## src/rtl/card_column_sequencer.sv

```systemverilog
// card_column_sequencer
//   Decodes one 12-row punch column at a time through a single shared
//   priority-decode unit, first over the zone rows (12, 11, 0) and then over
//   the digit rows (1..9). The assembled zone/digit/multi/blank result is held
//   on the outputs until downstream takes it. Columns are counted per card and
//   the last column of the card is flagged.
// Ports:
//   i_clk, i_rst        clock, asynchronous active-high reset
//   i_start             begin a card (only honoured while idle)
//   i_col, i_col_valid  punch column offer; o_col_ready accepts it
//   o_zone, o_digit     decoded zone code and digit (15 = no digit)
//   o_multi, o_blank    multi-punch in a group / column without punches
//   o_colnum, o_eoc     0-based column index / last column of the card
//   o_valid, i_ready    result handshake
//   o_busy              sequencer is not idle
module card_column_sequencer #(
  parameter int NCOLS = 80,
  parameter int COLW  = 7
) (
  input  logic            i_clk,
  input  logic            i_rst,
  input  logic            i_start,
  input  logic [11:0]     i_col,
  input  logic            i_col_valid,
  output logic            o_col_ready,
  output logic [1:0]      o_zone,
  output logic [3:0]      o_digit,
  output logic            o_multi,
  output logic            o_blank,
  output logic [COLW-1:0] o_colnum,
  output logic            o_eoc,
  output logic            o_valid,
  input  logic            i_ready,
  output logic            o_busy
);

  localparam logic [COLW-1:0] LAST_COL = COLW'(NCOLS - 1);

  typedef enum logic [2:0] {
    S_IDLE  = 3'd0,
    S_WAIT  = 3'd1,
    S_ZONE  = 3'd2,
    S_DIGIT = 3'd3,
    S_OUT   = 3'd4
  } state_t;

  // Position of the highest set bit plus one; zero when nothing is set.
  function automatic logic [3:0] prio_index(input logic [11:0] v);
    logic [3:0] idx;
    idx = 4'd0;
    for (int i = 0; i < 12; i++) begin
      if (v[i]) begin
        idx = 4'(i + 1);
      end
    end
    return idx;
  endfunction

  // Clearing the lowest set bit leaves something only if two or more were set.
  function automatic logic more_than_one(input logic [11:0] v);
    return (v & (v - 12'd1)) != 12'd0;
  endfunction

  state_t          state_r, state_s;
  logic [11:0]     cap_r;
  logic [1:0]      zone_code_r;
  logic            zone_multi_r;
  logic [COLW-1:0] cnt_r;
  logic [1:0]      zone_out_r;
  logic [3:0]      digit_out_r;
  logic            multi_out_r, blank_out_r;
  logic            valid_r, col_ready_r, busy_r, eoc_r;

  logic [11:0]     dec_in_s;
  logic [3:0]      dec_idx_s;
  logic            dec_gt1_s;
  logic [1:0]      zone_map_s;
  logic [3:0]      digit_map_s;
  logic [1:0]      fin_zone_s;
  logic [3:0]      fin_digit_s;

  // Shared decode unit: the masked group depends on which pass is running.
  always_comb begin
    dec_in_s = 12'h000;
    case (state_r)
      S_ZONE:  dec_in_s = cap_r & 12'hE00;
      S_DIGIT: dec_in_s = cap_r & 12'h1FF;
      default: dec_in_s = 12'h000;
    endcase
    dec_idx_s = prio_index(dec_in_s);
    dec_gt1_s = more_than_one(dec_in_s);
  end

  // Map decode index to zone code and digit; apply the lone-row-0 rule.
  always_comb begin
    case (dec_idx_s)
      4'd12:   zone_map_s = 2'd1;
      4'd11:   zone_map_s = 2'd2;
      4'd10:   zone_map_s = 2'd3;
      default: zone_map_s = 2'd0;
    endcase
    if (dec_idx_s == 4'd0) begin
      digit_map_s = 4'd15;
    end else begin
      digit_map_s = 4'd10 - dec_idx_s;
    end
    // Row 0 punched alone (no digit row) is the digit 0, not a zone.
    if (zone_code_r == 2'd3 && !zone_multi_r && digit_map_s == 4'd15) begin
      fin_zone_s  = 2'd0;
      fin_digit_s = 4'd0;
    end else begin
      fin_zone_s  = zone_code_r;
      fin_digit_s = digit_map_s;
    end
  end

  // Next-state logic.
  always_comb begin
    state_s = state_r;
    case (state_r)
      S_IDLE: begin
        if (i_start) state_s = S_WAIT;
        else         state_s = S_IDLE;
      end
      S_WAIT: begin
        if (i_col_valid) state_s = S_ZONE;
        else             state_s = S_WAIT;
      end
      S_ZONE:  state_s = S_DIGIT;
      S_DIGIT: state_s = S_OUT;
      S_OUT: begin
        if (!i_ready)               state_s = S_OUT;
        else if (cnt_r == LAST_COL) state_s = S_IDLE;
        else                        state_s = S_WAIT;
      end
      default: state_s = S_IDLE;
    endcase
  end

  // State, capture, counter and pass results.
  always_ff @(posedge i_clk or posedge i_rst) begin
    if (i_rst) begin
      state_r      <= S_IDLE;
      cap_r        <= 12'h000;
      zone_code_r  <= 2'd0;
      zone_multi_r <= 1'b0;
      cnt_r        <= '0;
      zone_out_r   <= 2'd0;
      digit_out_r  <= 4'd15;
      multi_out_r  <= 1'b0;
      blank_out_r  <= 1'b0;
    end else begin
      state_r <= state_s;
      if (state_r == S_IDLE && i_start) begin
        cnt_r <= '0;
      end else if (state_r == S_OUT && i_ready && cnt_r != LAST_COL) begin
        cnt_r <= cnt_r + COLW'(1);
      end
      if (state_r == S_WAIT && i_col_valid) begin
        cap_r <= i_col;
      end
      if (state_r == S_ZONE) begin
        zone_code_r  <= zone_map_s;
        zone_multi_r <= dec_gt1_s;
      end
      // Result registers only change on entry to OUT, so they stay stable
      // for as long as downstream stalls.
      if (state_r == S_DIGIT) begin
        zone_out_r  <= fin_zone_s;
        digit_out_r <= fin_digit_s;
        multi_out_r <= zone_multi_r | dec_gt1_s;
        blank_out_r <= (cap_r == 12'h000);
      end
    end
  end

  // Handshake/status flags registered from the next state.
  always_ff @(posedge i_clk or posedge i_rst) begin
    if (i_rst) begin
      valid_r     <= 1'b0;
      col_ready_r <= 1'b0;
      busy_r      <= 1'b0;
      eoc_r       <= 1'b0;
    end else begin
      valid_r     <= (state_s == S_OUT);
      col_ready_r <= (state_s == S_WAIT);
      busy_r      <= (state_s != S_IDLE);
      eoc_r       <= (state_s == S_OUT) && (cnt_r == LAST_COL);
    end
  end

  assign o_col_ready = col_ready_r;
  assign o_zone      = zone_out_r;
  assign o_digit     = digit_out_r;
  assign o_multi     = multi_out_r;
  assign o_blank     = blank_out_r;
  assign o_colnum    = cnt_r;
  assign o_eoc       = eoc_r;
  assign o_valid     = valid_r;
  assign o_busy      = busy_r;

endmodule

```

## config.mk

```make
export PLATFORM = sky130hd
export DESIGN_NAME = card_column_sequencer
export DESIGN_NICKNAME = d
export VERILOG_FILES = /design/src/rtl/card_column_sequencer.sv
export SDC_FILE = /design/constraint.sdc
export NUM_CORES = 1
export LEC_CHECK = 0
export CORE_MARGIN = 3
export CORE_UTILIZATION = 45
export DETAILED_ROUTE_END_ITERATION = 10
export GPL_ROUTABILITY_DRIVEN = 0
export PLACE_DENSITY = 0.71
export SYNTH_ARGS = -nofsm -noshare
export SYNTH_HDL_FRONTEND = slang
export SYNTH_SLANG_ARGS = --single-unit
export TNS_END_PERCENT = 50
```

## constraint.sdc

```tcl
create_clock -name i_clk -period 3.9 [get_ports i_clk]
set_input_delay 0.39 -clock i_clk [delete_from_list [all_inputs] [get_ports i_clk]]
set_output_delay 0.39 -clock i_clk [all_outputs]
set_load 0.03 [all_outputs]
```

==> impl_summary.txt, run 1 <==
----------------------------------------------------
[Synthesis]
  Leading register cell type out of synthesis ... sky130_fd_sc_hd__dfrtp_1
  Biggest area consumer among synthesized cells ... sky130_fd_sc_hd__dfrtp_1
  Post-Synthesis Cells ... slightly below 200
  Seq cells post-synth ... 37
  Top post-synthesis cells by area ... sky130_fd_sc_hd__dfrtp_1 42%, sky130_fd_sc_hd__dfstp_2 5.4%, sky130_fd_sc_hd__mux2_2 5.2%
  Sequential-to-total area share from yosys stat ... between 40% and 50%
  Mean instance size in the synthesized netlist ... ~10 um^2
  Number of enable flip-flop cells after synthesis ... 0
  Share of the synthesized area in the top cell type ... 42.3%
  Number of distinct standard cells referenced by the synthesized netlist ... 55
  Syn Std Cell Area ... 1950 um^2
  Async set-reset flop share out of synthesis ... 100%
  Number of synthesis warnings ... 0
  Nets in the synthesized netlist ... 215

[Clock network]
  Number of H-tree branching levels ... 2
  Maximum buffer depth of the clock tree ... 2
  Post-CTS Setup Repair Bufs ... 0
  CTS Hold Bufs ... 0
  Quantity of gates resized following cts ... 0
  Clock transition at the registers of the reported paths ... roughly 0.07 ns
  # clock sinks ... 37
  TritonCTS clock tree ... done
  Buffer type at the clock tree root ... sky130_fd_sc_hd__clkbuf_8
  Worst skew pair latency ... between 0.2 and 0.3 ns
  Total clock buffers created by CTS ... 5

[Detailed routing]
  First-pass iteration count of the detailed router ... 4
  Iteration-0 DRC count of the detailed router ... 74
  WL per Instance ... 14.1 um
  Post-detailed-route via-to-cell ratio ... around 5.7
  Drt drc ... 0
  Count of antenna-violating nets left after detailed routing ... 0
  WL final ... just under 4 mm
  Total number of vias ... around 1.6k

[Final layout]
  Fraction of final layout cells sized beyond drive strength 1 ... between 10% and 20%
  # fillers ... between 300 and 400
  Most common cell after layout, fill and taps aside ... sky130_fd_sc_hd__clkdlybuf4s50_1
  Area Overhead vs Synth ... 25.2%
  Post-layout net count ... 250
  Most frequent cells in the layout ... 35 x sky130_fd_sc_hd__clkdlybuf4s50_1, 33 x sky130_fd_sc_hd__dfrtp_1, 18 x sky130_fd_sc_hd__nor2_1, 18 x sky130_fd_sc_hd__nand2_1, 14 x sky130_fd_sc_hd__a21oi_1
  Number of diodes added for antenna fixing ... 0

[Timing]
  Post-Route Hold Slack ... approximately 0.5 ns
  RSZ-0062 raised after global routing ... no
  Final Skew ... around 0.0083 ns
  Minimum period implied by the final worst setup slack ... roughly 2.8 ns
  Highest Clock Rate ... roughly 0.36 GHz
  Slew at the pin closest to its max-slew limit ... between 0.5 and 0.6 ns
  Final period utilization ... a little under three quarters
  Setup violations, final ... 0
  Remaining max-slew budget at the tightest pin ... between 60% and 70%
  Hold Vio Cnt, Final ... 0
  Setup TNS ... 0 ns
  Number of max-slew violations in the final report ... 0

[Power]
  Power density cells ... 736 nW/um^2
  Clock network power share ... about a fifth
  Peak VDD IR ... just over 0.0004 V
  P_int ... ~1100 uW
  Leakage power total ... approximately 0.0010 uW
  Part of the power in registers ... 38.9%
  Net Switching ... between 700 and 800 uW
  Switching Fraction ... around two fifths
  Logic pwr share ... between 40% and 50%

[Floorplan]
  Core area ... between 4000 and 5000 um^2
  Number of placement rows ... 23
  Ports placed on the boundary ... 36
  Overall die area ... slightly above 5000 um^2
  Vertical die dimension ... between 70 and 80 um
  Die span in x ... between 70 and 80 um
  Initial Utilization ... a little under half

[Setup path]
  Worst Reg2Reg Path Length in Cells ... 9
  Setup slack of the worst register-to-register path ... roughly 1.1 ns
  Kind of cell with the highest combined delay on the critical path ... simple AND/OR/NAND/NOR gates
  Critical register-to-register path startpoint ... state_r[2]$_DFF_PP0_
  WP data required ... 4.12 ns
  Buffering stage count on the worst path with inverters included ... 0
  Element type at the critical path start ... flop
  Setup CP Type ... reg2reg
  Nature of the critical path endpoint ... flop
  Crit-path max cell delay ... just under 0.5 ns
  Largest fanout on the critical path ... 14
  Critical Path, Cell by Cell ... nand3b_1, nor3_1, a21oi_1, a21oi_1, ha_1, nand4b_1, and4b_1, a21oi_1, a22o_1
  Critical path origin ... state_r[2]$_DFF_PP0_
  Data arrival, critical path ... 3.02 ns
  Critical path depth in cells ... 9
  Worst reg2reg endpoint ... o_zone[1]$_DFFE_PP0N_
  Top cell by count, worst path ... sky130_fd_sc_hd__a21oi_1
  Slowest CP cell ... sky130_fd_sc_hd__nand3b_1

[Flow run]
  Number of maximum-capacitance constraint violations ... 0

[GRT]
  Via count of the first global-routing pass ... approximately 1.5k
  Largest net degree at the start of global routing ... 38
  First-pass GRT wire length ... 6.78 mm
  Total routing resource utilization after global routing ... approximately 17%
  Antenna violations before repair ... 0
  Aggregate global routing overflow ... 0

[Placed design]
  Half-perimeter wire length after placement ... 2.97 mm
  # port buffers ... 35

[Hold path]
  Worst min-delay path endpoint ... o_blank$_DFFE_PP0N_
  Worst hold path depth ... 2
  Hold Startpoint ... o_blank$_DFFE_PP0N_
  Hold WC Path Type ... reg2reg

[Outcome]
  Result of the run ... finished, final reports clean

----------------------------------------------------
layer usage:
layer  global-route usage [%]  vias to the layer above  wire [um]
met2                     26.6                       28       1880
met4                     5.01                        0         63
met5                        0                        -          0
met1                     21.9                      781       1830
met3                     5.19                        8        185
li1                         -                      777          -
sequential cells by signal, summed over array words and instances (netlist names), 2 cells and up:
name	flops
o_digit	4
cap_r	12
zone_code_r	2
state_r	3
o_zone	2
o_colnum	7
how the worst max path moves through the flow:
stage | slack [ns] | endpoint
finish | 1.10 | o_zone[1]$_DFFE_PP0N_
global route | 0.82 | o_zone[1]$_DFFE_PP0N_
CTS | 1.15 | o_zone[1]$_DFFE_PP0N_
detailed placement | 1.21 | o_zone[1]$_DFFE_PP0N_
global placement | 1.31 | o_zone[1]$_DFFE_PP0N_
floorplan | 1.66 | o_zone[0]$_DFFE_PP0N_
power by group through the flow:
stage	combinational, uW	clock [uW]	sequential (uW)
floorplan	537	0	725
global placement	756	0	699
detailed placement	766	0	706
CTS	770	345	698
global route	848	361	727
finish	763	337	700
layout make-up:
type                    instances  area [um^2]  share of cell area [%]
inverters                       7         26.3                    1.07
multi-input cells             142          943                    38.6
repair buffers                 37          365                    14.9
clock buffers                   7         86.3                    3.53
clock inverters                 1         30.0                    1.23
well taps                      50         62.6                    2.56
flip-flops and latches         37          931                    38.1
Yosys cell counts, drive strengths merged (2+ instances only):
cell type	count
dfrtp	33
nor2	19
nand2	18
a21oi	14
o21ai	13
mux2	9
nor3	8
inv	7
clkbuf	6
xnor2	5
a22o	4
dfstp	4
buf	3
ha	3
o31a	3
or4	3
a2bb2oi	2
a31oi	2
and2	2
and2b	2
mux2i	2
nand4	2
nor2b	2
o21bai	2
o31ai	2
or2	2
or3	2
stage by stage:
step | std cells | instance area, um^2 | worst slack, ns | utilization, % | power, uW
6_report | 281 | 2440 | 1.10 | 59.8 | 1800
5_1_grt | 281 | 2440 | 0.816 | 59.8 | 1940
4_1_cts | 281 | 2440 | 1.15 | 59.8 | 1810
3_5_place_dp | 273 | 2330 | 1.21 | 57.0 | 1470
3_3_place_gp | 273 | 2330 | 1.31 | 57.0 | 1450
2_1_floorplan | 195 | 1950 | 1.66 | - | 1260
logic make-up (layout without fill, tap and decap cells):
| kind of cell | after synthesis | in the layout | share of synthesized area, % |
|---|---|---|---|
| muxes | 11 | 11 | 6.21 |
| AOI/OAI and AO/OA | 52 | 52 | 17.9 |
| adders and majority gates | 3 | 3 | 1.92 |
| xor gates and xnor gates | 5 | 5 | 2.24 |
| DFF | 37 | 37 | 47.7 |
| and+or+nand+nor | 71 | 71 | 20.0 |
| buffers and inverters | 16 | 52 | 4.04 |
worst reg2reg max path, cell delays in order (launching register included):
cell	delay (ns)
sky130_fd_sc_hd__dfrtp_1	0.47
sky130_fd_sc_hd__nand3b_1	0.49
sky130_fd_sc_hd__nor3_1	0.37
sky130_fd_sc_hd__a21oi_1	0.14
sky130_fd_sc_hd__a21oi_1	0.23
sky130_fd_sc_hd__ha_1	0.29
sky130_fd_sc_hd__nand4b_1	0.11
sky130_fd_sc_hd__and4b_1	0.22
sky130_fd_sc_hd__a21oi_1	0.24
sky130_fd_sc_hd__a22o_1	0.18
No activity file was read; power rests on OpenSTA's default activity.
==> run 2: changes to the inputs <==
==> constraint.sdc (replaced) <==
create_clock -name i_clk -period 2.6 [get_ports i_clk]
set_input_delay 0.26 -clock i_clk [delete_from_list [all_inputs] [get_ports i_clk]]
set_output_delay 0.26 -clock i_clk [all_outputs]
set_load 0.03 [all_outputs]
==> impl_summary.txt, run 2 (same netlist as run 1, synthesis figures left out) <==
----------------------------------------------------
[Floorplan]
  Number of placement rows ... 23 (unchanged)
  Initial Utilization ... 47.8% (unchanged)
  Overall die area ... 5170 um^2 (unchanged)
  Core area ... 4090 um^2 (unchanged)
  Vertical die dimension ... 71.9 um (unchanged)
  Die span in x ... 71.9 um (unchanged)
  Ports placed on the boundary ... 36 (unchanged)

[Placed design]
  Placed cell count ... 275 (+0.73%)
  DP Worst Slack ... 0.125 ns (-1.08 ns)
  # port buffers ... 35 (unchanged)
  Half-perimeter wire length after placement ... 2.94 mm (-1.2%)

[Timing]
  Post-Route Hold Slack ... 0.373 ns (-0.138 ns)
  Minimum period implied by the final worst setup slack ... 2.41 ns (-0.390 ns)
  Final worst-path setup slack ... 0.193 ns (-0.910 ns)
  Number of max-slew violations in the final report ... 0 (unchanged)
  Final period utilization ... 92.6% (+21 points)
  Setup violations, final ... 0 (unchanged)
  Slew at the pin closest to its max-slew limit ... 0.454 ns (-0.0726 ns)
  Highest Clock Rate ... 0.415 GHz (+16%)
  Remaining max-slew budget at the tightest pin ... 69.8% (+4.9 points)
  Hold Vio Cnt, Final ... 0 (unchanged)
  Final Skew ... 0.00557 ns (-0.00271 ns)

[Detailed routing]
  Iteration-0 DRC count of the detailed router ... 96 (+30%)
  First-pass iteration count of the detailed router ... 4 (unchanged)
  Total number of vias ... 1598 (+0.25%)
  WL per Instance ... 13.9 um (-0.93%)
  Count of antenna-violating nets left after detailed routing ... 0 (unchanged)
  Post-detailed-route via-to-cell ratio ... 5.67 (-0.10%)
  WL final ... 3.93 mm (-0.58%)
  Drt drc ... 0 (unchanged)

[Clock network]
  Maximum buffer depth of the clock tree ... 2 (unchanged)
  Buffer type at the clock tree root ... sky130_fd_sc_hd__clkbuf_8
  # clock sinks ... 37 (unchanged)
  Total clock buffers created by CTS ... 5 (unchanged)
  Clock transition at the registers of the reported paths ... 0.07 ns (about the same)
  Worst skew pair latency ... 0.29 ns (about the same)
  CTS Hold Bufs ... 0 (unchanged)
  Number of H-tree branching levels ... 2 (unchanged)
  TritonCTS clock tree ... done

[GRT]
  First-pass GRT wire length ... 6.97 mm (+2.8%)
  Largest net degree at the start of global routing ... 38 (unchanged)
  Via count of the first global-routing pass ... 1464 (+0.34%)
  Total routing resource utilization after global routing ... 17.0% (+0.30 points)
  Antenna violations before repair ... 0 (unchanged)
  Aggregate global routing overflow ... 0 (unchanged)

[Final layout]
  Area of the multi-input gates ... 965 um^2 (+2.3%)
  Non-filler cells in the finished layout ... 282 (+0.36%)
  Largest Register ... cap_r
  Fraction of final layout cells sized beyond drive strength 1 ... 17.2% (+3.0 points)
  Most frequent cells in the layout ... 35 x sky130_fd_sc_hd__clkdlybuf4s50_1, 31 x sky130_fd_sc_hd__dfrtp_1, 18 x sky130_fd_sc_hd__nor2_1, 18 x sky130_fd_sc_hd__nand2_1
  Most common cell after layout, fill and taps aside ... sky130_fd_sc_hd__clkdlybuf4s50_1
  Post-layout net count ... 252 (+0.80%)
  Number of diodes added for antenna fixing ... 0 (unchanged)
  Sequential cell area ... 933 um^2 (+0.27%)
  # fillers ... 379 (+3.0%)
  Max reg flops ... 12 (unchanged)
  Area Overhead vs Synth ... 25.6%

[Power]
  Peak VDD IR ... 0.000558 V (+35%)
  Leakage power total ... 0.000991 uW (-0.59%)
  Power density cells ... 1080 nW/um^2 (+47%)

[Setup path]
  Slowest CP cell ... sky130_fd_sc_hd__dfrtp_2
  Worst Reg2Reg Path Length in Cells ... 9 (unchanged)
  Data arrival, critical path ... 2.62 ns (-0.40 ns)
  Largest fanout on the critical path ... 10 (-4)
  Nature of the critical path endpoint ... flop
  Element type at the critical path start ... flop
  Critical Path, Cell by Cell ... nor3b_4, o21a_1, a21oi_1, a21oi_2, ha_1, nand4b_1, and4b_1, or2_1, a31oi_1
  Crit-path max cell delay ... 0.48 ns (about the same)
  Setup CP Type ... reg2reg
  WP data required ... 2.81 ns (-1.31 ns)
  Buffering stage count on the worst path with inverters included ... 0 (unchanged)
  Critical path depth in cells ... 9 (unchanged)
  Kind of cell with the highest combined delay on the critical path ... simple AND/OR/NAND/NOR gates

[Outcome]
  Result of the run ... finished, final reports clean

[Flow run]
  Number of maximum-capacitance constraint violations ... 0 (unchanged)

[Hold path]
  Hold WC Path Type ... in2async

----------------------------------------------------
[run 2: cell types whose count changed in the layout (fill, tap and decap cells not counted), sizes merged]
cell,previous run,this run
bufinv,1,0
buf,2,4
[run 2: worst paths after layout]
| check | start | end | slack [ns] |
|---|---|---|---|
| max in group asynchronous | i_rst | state_r[0]$_DFF_PP0_ | 1.88 |
| worst min-delay path | i_rst | o_colnum[2]$_DFFE_PP0P_ | 0.37 |
| worst max register to register | state_r[0]$_DFF_PP0_ | o_digit[0]$_DFFE_PP1N_ | 0.19 |
| worst max-delay path | state_r[0]$_DFF_PP0_ | o_digit[0]$_DFFE_PP1N_ | 0.19 |
| worst min register to register | o_blank$_DFFE_PP0N_ | o_blank$_DFFE_PP0N_ | 0.49 |
| min in group i_clk | o_blank$_DFFE_PP0N_ | o_blank$_DFFE_PP0N_ | 0.49 |
[run 2: per-stage QoR]
step                total power, uW  setup TNS, ns  util (%)  area (um^2)
finish                         2650              0      60.0         2450
floorplan                      1890              0         -         1950
global placement               2210              0      57.3         2340
CTS                            2630              0      59.5         2430
global route                   2860       -0.00263      60.0         2450
detailed placement             2230              0      57.3         2340
[run 2: final cells by class]
type / instances / share of cell area, %
Multi-Input combinational cell: 142 / 39.3
Sequential cell: 37 / 38.0
Timing Repair Buffer: 39 / 15.5
Clock buffer: 7 / 3.52
Tap cell: 50 / 2.55
Inverter: 7 / 1.07
[run 2: worst min-delay path: stages]
cell,delay (ns)
sky130_fd_sc_hd__clkdlybuf4s50_1,0.40
sky130_fd_sc_hd__inv_1,0.05
sky130_fd_sc_hd__buf_4,0.39
[run 2: metal layers]
metal	wire (um)	part of all wire, %	GRT usage (%)	vias to the layer above
met5	0	0	0	-
met4	77	2.0	6.89	0
met3	168	4.3	3.37	8
met2	1810	46	25.5	36
met1	1880	48	24.1	769
li1	-	-	-	785
[run 2: where the power goes]
part	internal, uW	leakage [uW]	switching [uW]
sequential	799	0.000459	262
combinational	563	0.000488	626
clock	210	0.0000443	188
total	1570	0.000991	1080
[run 2: timing repair]
action | CTS | global route
setup buffers | 0 | 0
hold endpoints to repair | 0 | 0
endpoints found under the setup margin | 0 | 5
resized for setup | 0 | 7
